<file path="config.mk">
export PLATFORM = sky130hd
export DESIGN_NAME = mem_align_unit_flat
export DESIGN_NICKNAME = d
export VERILOG_FILES = /design/src/rtl/mem_align_unit_if.sv /design/src/rtl/mem_align_unit.sv /design/src/flat_wrapper.sv
export SDC_FILE = /design/constraint.sdc
export NUM_CORES = 1
export LEC_CHECK = 0
export CORE_UTILIZATION = 42
export DETAILED_ROUTE_END_ITERATION = 6
export PLACE_DENSITY = 0.79
export SYNTH_ARGS = -nofsm -noshare
export SYNTH_HDL_FRONTEND = slang
export SYNTH_SLANG_ARGS = --single-unit
</file>
<file path="constraint.sdc">
create_clock -name clk -period 2.11 [get_ports clk]
set_input_delay 0.422 -clock clk [delete_from_list [all_inputs] [get_ports clk]]
set_output_delay 0.422 -clock clk [all_outputs]
set_load 0.01 [all_outputs]
</file>
<file path="src/rtl/mem_align_unit_if.sv">
// CPU-side request/response and data-memory port bundle for mem_align_unit.
// The slave modport is the aligner's view; master is the CPU/memory-model view.
interface mem_align_unit_if #(
  parameter int WIDTH      = 16,
  parameter int ADDR_WIDTH = 16
);
  localparam int NB = WIDTH / 8;

  logic                  cpu_read;
  logic                  cpu_write;
  logic                  cpu_byte;
  logic                  cpu_signed;
  logic [ADDR_WIDTH-1:0] cpu_address;
  logic [WIDTH-1:0]      cpu_wdata;
  logic [WIDTH-1:0]      cpu_rdata;
  logic                  cpu_resp;
  logic                  cpu_misalign;
  logic                  mem_read;
  logic                  mem_write;
  logic [ADDR_WIDTH-1:0] mem_address;
  logic [NB-1:0]         mem_byte_enable;
  logic [WIDTH-1:0]      mem_wdata;
  logic [WIDTH-1:0]      mem_rdata;
  logic                  mem_resp;

  modport slave (
    input  cpu_read, cpu_write, cpu_byte, cpu_signed, cpu_address, cpu_wdata,
    input  mem_rdata, mem_resp,
    output cpu_rdata, cpu_resp, cpu_misalign,
    output mem_read, mem_write, mem_address, mem_byte_enable, mem_wdata
  );

  modport master (
    output cpu_read, cpu_write, cpu_byte, cpu_signed, cpu_address, cpu_wdata,
    output mem_rdata, mem_resp,
    input  cpu_rdata, cpu_resp, cpu_misalign,
    input  mem_read, mem_write, mem_address, mem_byte_enable, mem_wdata
  );
endinterface

</file>
<file path="src/rtl/mem_align_unit.sv">
// Byte-lane aligner and req/resp sequencer between the MEM stage and data memory.
// Define UNALIGNED_SPLIT_EN to split misaligned word accesses into two beats; otherwise they are refused.
module mem_align_unit #(
  parameter int WIDTH      = 16,
  parameter int ADDR_WIDTH = 16
) (
  input logic             clk,
  input logic             rst,
  mem_align_unit_if.slave bus
);
  localparam int NB = WIDTH / 8;
  localparam int OW = $clog2(NB);

  typedef enum logic [1:0] {IDLE, BEAT1, BEAT2, DONE} state_t;

  state_t                state_q, state_d;
  logic [ADDR_WIDTH-1:0] base_q, base_d;
  logic [OW-1:0]         off_q, off_d;
  logic                  byte_q, byte_d, signed_q, signed_d, write_q, write_d;
`ifdef UNALIGNED_SPLIT_EN
  logic [WIDTH-1:0]      wdata_q, wdata_d, low_q, low_d;
  logic                  split_q, split_d;
`endif
  logic                  mem_read_q, mem_read_d, mem_write_q, mem_write_d;
  logic [ADDR_WIDTH-1:0] mem_address_q, mem_address_d;
  logic [NB-1:0]         mem_be_q, mem_be_d;
  logic [WIDTH-1:0]      mem_wdata_q, mem_wdata_d, cpu_rdata_q, cpu_rdata_d;
  logic                  cpu_resp_q, cpu_resp_d, cpu_misalign_q, cpu_misalign_d;

  logic [OW-1:0]         off_in;
  logic [ADDR_WIDTH-1:0] base_in;
  logic                  misaligned, refuse, finish;
  logic [WIDTH-1:0]      result;

  // Lane enables: the second beat of a split covers exactly the lanes the first beat skipped.
  function automatic logic [NB-1:0] beat_be(input logic is_byte, input logic [OW-1:0] off,
                                            input logic second);
    logic [NB-1:0] first;
    first = is_byte ? ({{(NB-1){1'b0}}, 1'b1} << off) : ({NB{1'b1}} << off);
    return second ? ~first : first;
  endfunction

  function automatic logic [WIDTH-1:0] beat_wdata(input logic is_byte, input logic [OW-1:0] off,
                                                  input logic second, input logic [WIDTH-1:0] wd);
    logic [WIDTH-1:0] src;
    src = is_byte ? {{(WIDTH-8){1'b0}}, wd[7:0]} : wd;
    if (second) return src >> (8 * (NB - int'(off)));
    return src << (8 * int'(off));
  endfunction

  function automatic logic [WIDTH-1:0] byte_ext(input logic [WIDTH-1:0] rd, input logic [OW-1:0] off,
                                                input logic sgn);
    logic [7:0] b;
    b = 8'(rd >> (8 * int'(off)));
    return sgn ? {{(WIDTH-8){b[7]}}, b} : {{(WIDTH-8){1'b0}}, b};
  endfunction

  always_comb begin
    state_d        = state_q;
    base_d         = base_q;
    off_d          = off_q;
    byte_d         = byte_q;
    signed_d       = signed_q;
    write_d        = write_q;
`ifdef UNALIGNED_SPLIT_EN
    wdata_d        = wdata_q;
    low_d          = low_q;
    split_d        = split_q;
`endif
    mem_read_d     = mem_read_q;
    mem_write_d    = mem_write_q;
    mem_address_d  = mem_address_q;
    mem_be_d       = mem_be_q;
    mem_wdata_d    = mem_wdata_q;
    cpu_rdata_d    = '0;
    cpu_resp_d     = 1'b0;
    cpu_misalign_d = 1'b0;
    refuse         = 1'b0;
    finish         = 1'b0;
    result         = '0;
    off_in         = bus.cpu_address[OW-1:0];
    base_in        = {bus.cpu_address[ADDR_WIDTH-1:OW], {OW{1'b0}}};
    misaligned     = !bus.cpu_byte && (off_in != '0);

    case (state_q)
      IDLE: begin
        if (bus.cpu_read || bus.cpu_write) begin
          base_d   = base_in;
          off_d    = off_in;
          byte_d   = bus.cpu_byte;
          signed_d = bus.cpu_signed;
          write_d  = bus.cpu_write;
`ifdef UNALIGNED_SPLIT_EN
          wdata_d  = bus.cpu_wdata;
          split_d  = misaligned;
`else
          refuse   = misaligned;
`endif
          if (refuse) begin
            state_d        = DONE;
            cpu_resp_d     = 1'b1;
            cpu_misalign_d = 1'b1;
          end else begin
            state_d       = BEAT1;
            mem_write_d   = bus.cpu_write;
            mem_read_d    = !bus.cpu_write;
            mem_address_d = base_in;
            mem_be_d      = beat_be(bus.cpu_byte, off_in, 1'b0);
            mem_wdata_d   = bus.cpu_write ? beat_wdata(bus.cpu_byte, off_in, 1'b0, bus.cpu_wdata) : '0;
          end
        end
      end
      BEAT1: begin
        if (bus.mem_resp) begin
`ifdef UNALIGNED_SPLIT_EN
          if (split_q) begin
            state_d       = BEAT2;
            mem_address_d = base_q + ADDR_WIDTH'(NB);
            mem_be_d      = beat_be(1'b0, off_q, 1'b1);
            mem_wdata_d   = write_q ? beat_wdata(1'b0, off_q, 1'b1, wdata_q) : '0;
            low_d         = bus.mem_rdata >> (8 * int'(off_q));
          end else
`endif
          begin
            finish = 1'b1;
            result = byte_q ? byte_ext(bus.mem_rdata, off_q, signed_q) : bus.mem_rdata;
          end
        end
      end
`ifdef UNALIGNED_SPLIT_EN
      BEAT2: begin
        if (bus.mem_resp) begin
          finish = 1'b1;
          result = (bus.mem_rdata << (8 * (NB - int'(off_q)))) | low_q;
        end
      end
`endif
      DONE:    state_d = IDLE;
      default: state_d = IDLE;
    endcase

    if (finish) begin
      state_d       = DONE;
      mem_read_d    = 1'b0;
      mem_write_d   = 1'b0;
      mem_address_d = '0;
      mem_be_d      = '0;
      mem_wdata_d   = '0;
      cpu_resp_d    = 1'b1;
      cpu_rdata_d   = write_q ? '0 : result;
    end
  end

  // Control and visible outputs reset; latched request fields are don't-care until the next request.
  always_ff @(posedge clk) begin
    if (rst) begin
      state_q        <= IDLE;
      mem_read_q     <= 1'b0;
      mem_write_q    <= 1'b0;
      mem_address_q  <= '0;
      mem_be_q       <= '0;
      mem_wdata_q    <= '0;
      cpu_rdata_q    <= '0;
      cpu_resp_q     <= 1'b0;
      cpu_misalign_q <= 1'b0;
`ifdef UNALIGNED_SPLIT_EN
      split_q        <= 1'b0;
`endif
    end else begin
      state_q        <= state_d;
      mem_read_q     <= mem_read_d;
      mem_write_q    <= mem_write_d;
      mem_address_q  <= mem_address_d;
      mem_be_q       <= mem_be_d;
      mem_wdata_q    <= mem_wdata_d;
      cpu_rdata_q    <= cpu_rdata_d;
      cpu_resp_q     <= cpu_resp_d;
      cpu_misalign_q <= cpu_misalign_d;
`ifdef UNALIGNED_SPLIT_EN
      split_q        <= split_d;
`endif
    end
  end

  always_ff @(posedge clk) begin
    base_q   <= base_d;
    off_q    <= off_d;
    byte_q   <= byte_d;
    signed_q <= signed_d;
    write_q  <= write_d;
`ifdef UNALIGNED_SPLIT_EN
    wdata_q  <= wdata_d;
    low_q    <= low_d;
`endif
  end

  assign bus.mem_read        = mem_read_q;
  assign bus.mem_write       = mem_write_q;
  assign bus.mem_address     = mem_address_q;
  assign bus.mem_byte_enable = mem_be_q;
  assign bus.mem_wdata       = mem_wdata_q;
  assign bus.cpu_rdata       = cpu_rdata_q;
  assign bus.cpu_resp        = cpu_resp_q;
  assign bus.cpu_misalign    = cpu_misalign_q;
endmodule
</file>
<file path="src/flat_wrapper.sv">
// flat-port wrapper written by rule: the top's interface ports become plain ports
module mem_align_unit_flat 
#(
  parameter int WIDTH      = 16,
  parameter int ADDR_WIDTH = 16
)
  (clk, rst, bus_cpu_read, bus_cpu_write, bus_cpu_byte, bus_cpu_signed, bus_cpu_address, bus_cpu_wdata, bus_mem_rdata, bus_mem_resp, bus_cpu_rdata, bus_cpu_resp, bus_cpu_misalign, bus_mem_read, bus_mem_write, bus_mem_address, bus_mem_byte_enable, bus_mem_wdata);
  mem_align_unit_if #(.WIDTH(WIDTH), .ADDR_WIDTH(ADDR_WIDTH)) bus_i ();
  input logic clk;
  input logic rst;
  input wire logic [$bits(bus_i.cpu_read)-1:0] bus_cpu_read;
  input wire logic [$bits(bus_i.cpu_write)-1:0] bus_cpu_write;
  input wire logic [$bits(bus_i.cpu_byte)-1:0] bus_cpu_byte;
  input wire logic [$bits(bus_i.cpu_signed)-1:0] bus_cpu_signed;
  input wire logic [$bits(bus_i.cpu_address)-1:0] bus_cpu_address;
  input wire logic [$bits(bus_i.cpu_wdata)-1:0] bus_cpu_wdata;
  input wire logic [$bits(bus_i.mem_rdata)-1:0] bus_mem_rdata;
  input wire logic [$bits(bus_i.mem_resp)-1:0] bus_mem_resp;
  output wire logic [$bits(bus_i.cpu_rdata)-1:0] bus_cpu_rdata;
  output wire logic [$bits(bus_i.cpu_resp)-1:0] bus_cpu_resp;
  output wire logic [$bits(bus_i.cpu_misalign)-1:0] bus_cpu_misalign;
  output wire logic [$bits(bus_i.mem_read)-1:0] bus_mem_read;
  output wire logic [$bits(bus_i.mem_write)-1:0] bus_mem_write;
  output wire logic [$bits(bus_i.mem_address)-1:0] bus_mem_address;
  output wire logic [$bits(bus_i.mem_byte_enable)-1:0] bus_mem_byte_enable;
  output wire logic [$bits(bus_i.mem_wdata)-1:0] bus_mem_wdata;
  assign bus_i.cpu_read = bus_cpu_read;
  assign bus_i.cpu_write = bus_cpu_write;
  assign bus_i.cpu_byte = bus_cpu_byte;
  assign bus_i.cpu_signed = bus_cpu_signed;
  assign bus_i.cpu_address = bus_cpu_address;
  assign bus_i.cpu_wdata = bus_cpu_wdata;
  assign bus_i.mem_rdata = bus_mem_rdata;
  assign bus_i.mem_resp = bus_mem_resp;
  assign bus_cpu_rdata = bus_i.cpu_rdata;
  assign bus_cpu_resp = bus_i.cpu_resp;
  assign bus_cpu_misalign = bus_i.cpu_misalign;
  assign bus_mem_read = bus_i.mem_read;
  assign bus_mem_write = bus_i.mem_write;
  assign bus_mem_address = bus_i.mem_address;
  assign bus_mem_byte_enable = bus_i.mem_byte_enable;
  assign bus_mem_wdata = bus_i.mem_wdata;
  mem_align_unit #(.WIDTH(WIDTH), .ADDR_WIDTH(ADDR_WIDTH)) u_core (.clk(clk), .rst(rst), .bus(bus_i));
endmodule
</file>
Yosys cells after proc, flatten, opt, wreduce, memory -nomap -nowiden
Index checks and enable logic that the tools add are counted.

word-level totals
  register bits after elaboration = 59
  output and inout port bits = 54
  word-level logic and storage cells = 49

cells by class
  equality and inequality tests = 3
  shift-type cells = 4
  muxes and demuxes = 15
  bitwise logic cells = 4
  reduce and logical (&&, ||, !) cells = 10

operators with widths
  cell                                                  count
  2-to-1 mux 16 bit                                     4
  left shift 16 x 4 -> 16 bit                           1
  right shift 16 x 4 -> 8 bit                           1
  2-to-1 mux 2 bit                                      4
  2-to-1 mux 1 bit                                      6
  OR reduction 5 bit                                    1
  inverter 1 bit                                        4
  case mux 2 bit (2 select lines)                       1
  AND reduction 2 bit                                   2
  != test 3 x 1 -> 1 bit (second input constant)        1
  AND reduction 3 bit                                   1
  equality test 2 x 1 -> 1 bit (second input constant)  1
  zero test 1 bit                                       2
  zero test 2 bit                                       1
  != test 2 x 1 -> 1 bit (second input constant)        1
  OR reduction 2 bit                                    1
  left shift 1 x 1 -> 2 bit (first input constant)      1
  left shift 2 x 1 -> 2 bit (first input constant)      1
  logical AND 1 bit                                     1
  logical OR 1 bit                                      1

Longest topological paths before layout
  depth in word-level cells = 6
  depth in mapped cells = 6
  gate-level depth less buffers = 3

Worst setup path before layout
OpenSTA, ideal clock, no wires.

  path kind = reg-to-reg
  start = register u_core.state_q[0]
  end = register u_core.byte_q (enable)
  setup time = 329 ps
  data arrival time = 1165 ps
  data required time = 1781 ps
  path slack = 616 ps
  cell stages (with the launch flop) = 6
  clock period less this slack = 1494 ps
  cells stage by stage = dfxtp_1 > buf_4 > or2_1 > buf_2 > buf_6 > nor2_1

on the way
  cells in the longest elaborated chain, start to end = 2

RTL lines
  element                               line                   source
  from (decl)                           mem_align_unit.sv:16   state_t state_q, state_d;
  from (signal assigned)                mem_align_unit.sv:170  state_q <= state_d;
  zero test 2 bit                       mem_align_unit.sv:85   case (state_q)
  AND reduction 2 bit (no source line)  -
  to (signal assigned)                  mem_align_unit.sv:188  byte_q <= byte_d;
  to (decl)                             mem_align_unit.sv:19   logic byte_q, byte_d, signed_q, signed_d, write_q, write_d;

Every way passes these cells.
A chain may end at the register's enable or synchronous reset.

Final worst setup path
  start = register u_core.mem_address_q[3] (netlist: u_core.bus.mem_address[3])
  end = output bus_mem_address[3]

RTL lines
  element                 line                   source
  from (decl)             mem_align_unit.sv:25   logic [ADDR_WIDTH-1:0] mem_address_q, mem_address_d;
  from (signal assigned)  mem_align_unit.sv:173  mem_address_q <= mem_address_d;
  to (decl)               flat_wrapper.sv:24     output wire logic [$bits(bus_i.mem_address)-1:0] bus_mem_address;

No word-level cell between the ends.

==> flow_metrics.tcl <==
set metrics [dict create \
    synth_edf_count 4 \
    powerDensity_nw_per_um2 772.0 \
    dp_slack_ns 0.1930 \
    setup-tns-final_ns 0 \
    worstPathCellList "clkdlybuf4s50_1" \
    dr.first_iter.drc_count 203 \
    synth.yosys.seq_area_share_pct 47.77 \
    post_cts_buffers 0 \
    cp_num_buf_inv 1 \
    rows 28 \
    pin_count 109 \
    cp-end-kind "output pin" \
    num-fill-cells 472 \
    synth_compound_area_share_pct 24.72 \
    avgSynthCellArea_um2 9.363 \
    die_w_um 80.02 \
    synth_top_family_by_area "compound AO/OA/AOI/OAI gates" \
    path_delay_family "buffers and inverters" \
    rsz0062_at_grt "no" \
    numPortBuffers 107 \
    ys.flop_type "dfxtp_1" \
    dieArea_um2 6402 \
    hp-start "u_core.bus.mem_wdata[7]" \
    fin_nets 427 \
    min_to "u_core.bus.mem_wdata[7]" \
    yosys_warnings 0 \
    cts.reportedPaths.clkPinSlew_ns 0.07 \
    avgViaCountPerCell 5.524 \
    worst_pin_slew_ns 0.5076 \
    synth_area_um2 2556 \
    ys_seq_elements 59 \
    yosysTopAreaCell "dfxtp_1" \
    routedWlPerCell_um 16.00 \
    grt_max_degree 36 \
    final_antenna_net_count 0 \
    synth_common_cells "dfxtp_1 (55), a21oi_1 (40), o31ai_1 (32), nand2_1 (18), nand4_1 (15)" \
    cpMaxStageDelayCell "clkdlybuf4s50_1" \
    syn_inst 273 \
    wl_um 7232 \
    maxSlewViolCount 0 \
    vias 2497 \
    slowest_delay_ns 0.56 \
    hold_path_depth 2 \
    arrival_ns 1.25 \
    grt_usage_pct 22.57 \
    grt_antenna_before_repair 0 \
    area_growth_pct 53.70 \
    startpoint_type "register" \
    setup-violations-final 0 \
    overflow 0 \
    synth_fa_ha_area_share_pct 0 \
    maxCapViolCount 0 \
    clockBufferDepth 2 \
    critPathMaxFanout 2 \
    clock_latency_ns 0.34 \
    r2r_start "u_core.state_q[0]" \
    yosysTopAreaCellShare_pct 43.07 \
    syn-num-nets 328 \
    stdcell_area_um2 3929 \
    async_flop_share_pct 0 \
    grt_pass1_wl_um 10860 \
    yosys.area_share.simple_pct 19.58 \
    synth_cell_types 33 \
    synth.most_common_cell "dfxtp_1" \
    post-route-period-util_pct 79.28 \
    dp_hpwl_um 4871 \
    n_antenna_cell 0 \
    ir_drop_mv 0.4602 \
    synth-xor-area-share_pct 0 \
    ff2ff_setup_slack_ns 0.45 \
    die_h_um 80.02 \
    root_buffer "clkbuf_8" \
    hold_buffers 0 \
    slew_headroom_pct 66.02 \
    clock.fmax_mhz 597.8 \
    gp_congestion 0.7522 \
    skew_ns 0.005649 \
    multi_input_area_um2 1152 \
    reg2regPathDepth 4 \
    timing_hold_violations_final 0 \
    p_leak_uw 0.001427 \
    critical_path_class "reg2out" \
    cts_tree "done" \
    regArea_um2 1221 \
    worst_slack_ns 0.4373 \
    core_area_um2 5886 \
    placed_area_um2 3669 \
    required_ns 1.69 \
    dr.pass1.iters 4 \
    synth_area_leaders "dfxtp_1 (43%), o31ai_1 (9.4%), a21oi_1 (7.8%), edfxtp_1 (4.7%), nand4_1 (3.7%)" \
    htreeDepth 3 \
    muxShareOfSynthArea_pct 0.4405 \
    hp-class "reg2reg" \
    drc 0 \
    cts_buffers 9 \
    status "finished, final reports clean" \
    start_util_pct 43.43 \
    layout-drive-gt1-share_pct 12.47 \
    r2r_end "u_core.bus.mem_byte_enable[0]" \
    post-route-util_pct 66.75 \
    cts.sinks 59 \
    grt_pass1_vias 2331 \
    cts-resized-gates 0 \
    min_period_ns 1.673 \
]
power by group:
group | internal (uW) | leakage, uW | switching (uW)
clock network | 879 | 0.000133 | 442
registers | 1180 | 0.000486 | 37.7
logic | 255 | 0.000809 | 238
area by class of cell:
cell class              count  share of cell area [%]
clock inverters             4                   2.420
multi-input cells         180                   29.33
well taps                  75                   2.389
flip-flops and latches     59                   31.08
inverters                   2                  0.1911
repair buffers            120                   30.38
clock buffers              12                   4.204
metal layers:
metal,track usage (%),part of all wire [%],vias to the layer above
met5,0,0,-
met4,10.00,2.2,0
met3,6.400,6.3,16
met2,36.75,49,92
met1,27.58,43,1195
li1,-,-,1194
kinds of logic after synthesis:
| logic type | Yosys count |
|---|---|
| compound gates | 96 |
| buf+inv | 34 |
| flops | 59 |
| mux | 1 |
| other cells | 1 |
| simple gates | 82 |
flip-flops by register name, summed over array words and instances (netlist names):
name	count
u_core.state_q	2
u_core.byte_q	1
u_core.bus.mem_write	1
u_core.off_q	1
u_core.write_q	1
u_core.bus.mem_address	15
u_core.bus.cpu_resp	1
u_core.signed_q	1
u_core.bus.cpu_misalign	1
u_core.bus.mem_byte_enable	2
u_core.bus.mem_read	1
u_core.bus.cpu_rdata	16
u_core.bus.mem_wdata	16
per-stage QoR:
| step | std cells | hold slack, ns | power, uW |
|---|---|---|---|
| floorplan | 273 | 0.4885 | 1483 |
| detailed placement | 436 | 0.4591 | 1730 |
| CTS | 452 | 0.4707 | 3054 |
| global placement | 436 | 0.4523 | 1719 |
| finish | 452 | 0.4659 | 3033 |
| global route | 452 | 0.4915 | 3146 |
worst reg2reg max path: stages (launching register included):
cell	delay, ns
dfxtp_1	0.56
or2_1	0.49
buf_12	0.24
nor3_1	0.08
o21ba_1	0.20
layout by cell type (no fill, tap or decap), types with 9 or more instances in the layout:
cell	count
a21oi_1	40
a21oi_2	10
buf_4	11
clkbuf_8	12
clkdlybuf4s50_1	107
dfxtp_1	55
nand2_1	18
nand2b_1	10
nand3_1	10
nand4_1	15
nor3b_1	9
o31ai_1	32
worst max-delay path by stage:
stage	startpoint	endpoint	slack (ns)	cells past startpoint
after floorplan	u_core.state_q[0]	u_core.byte_q	0.62	5
after global placement	bus_cpu_byte	u_core.bus.mem_byte_enable[1]	0.22	5
after global routing	u_core.state_q[0]	u_core.bus.mem_byte_enable[1]	0.33	4
final	u_core.bus.mem_address[3]	bus_mem_address[3]	0.44	1
after CTS	u_core.bus.mem_wdata[8]	bus_mem_wdata[8]	0.42	1
after detailed placement	bus_cpu_byte	u_core.bus.mem_byte_enable[1]	0.19	5
Note: power is estimated with default switching activity, not from simulation.
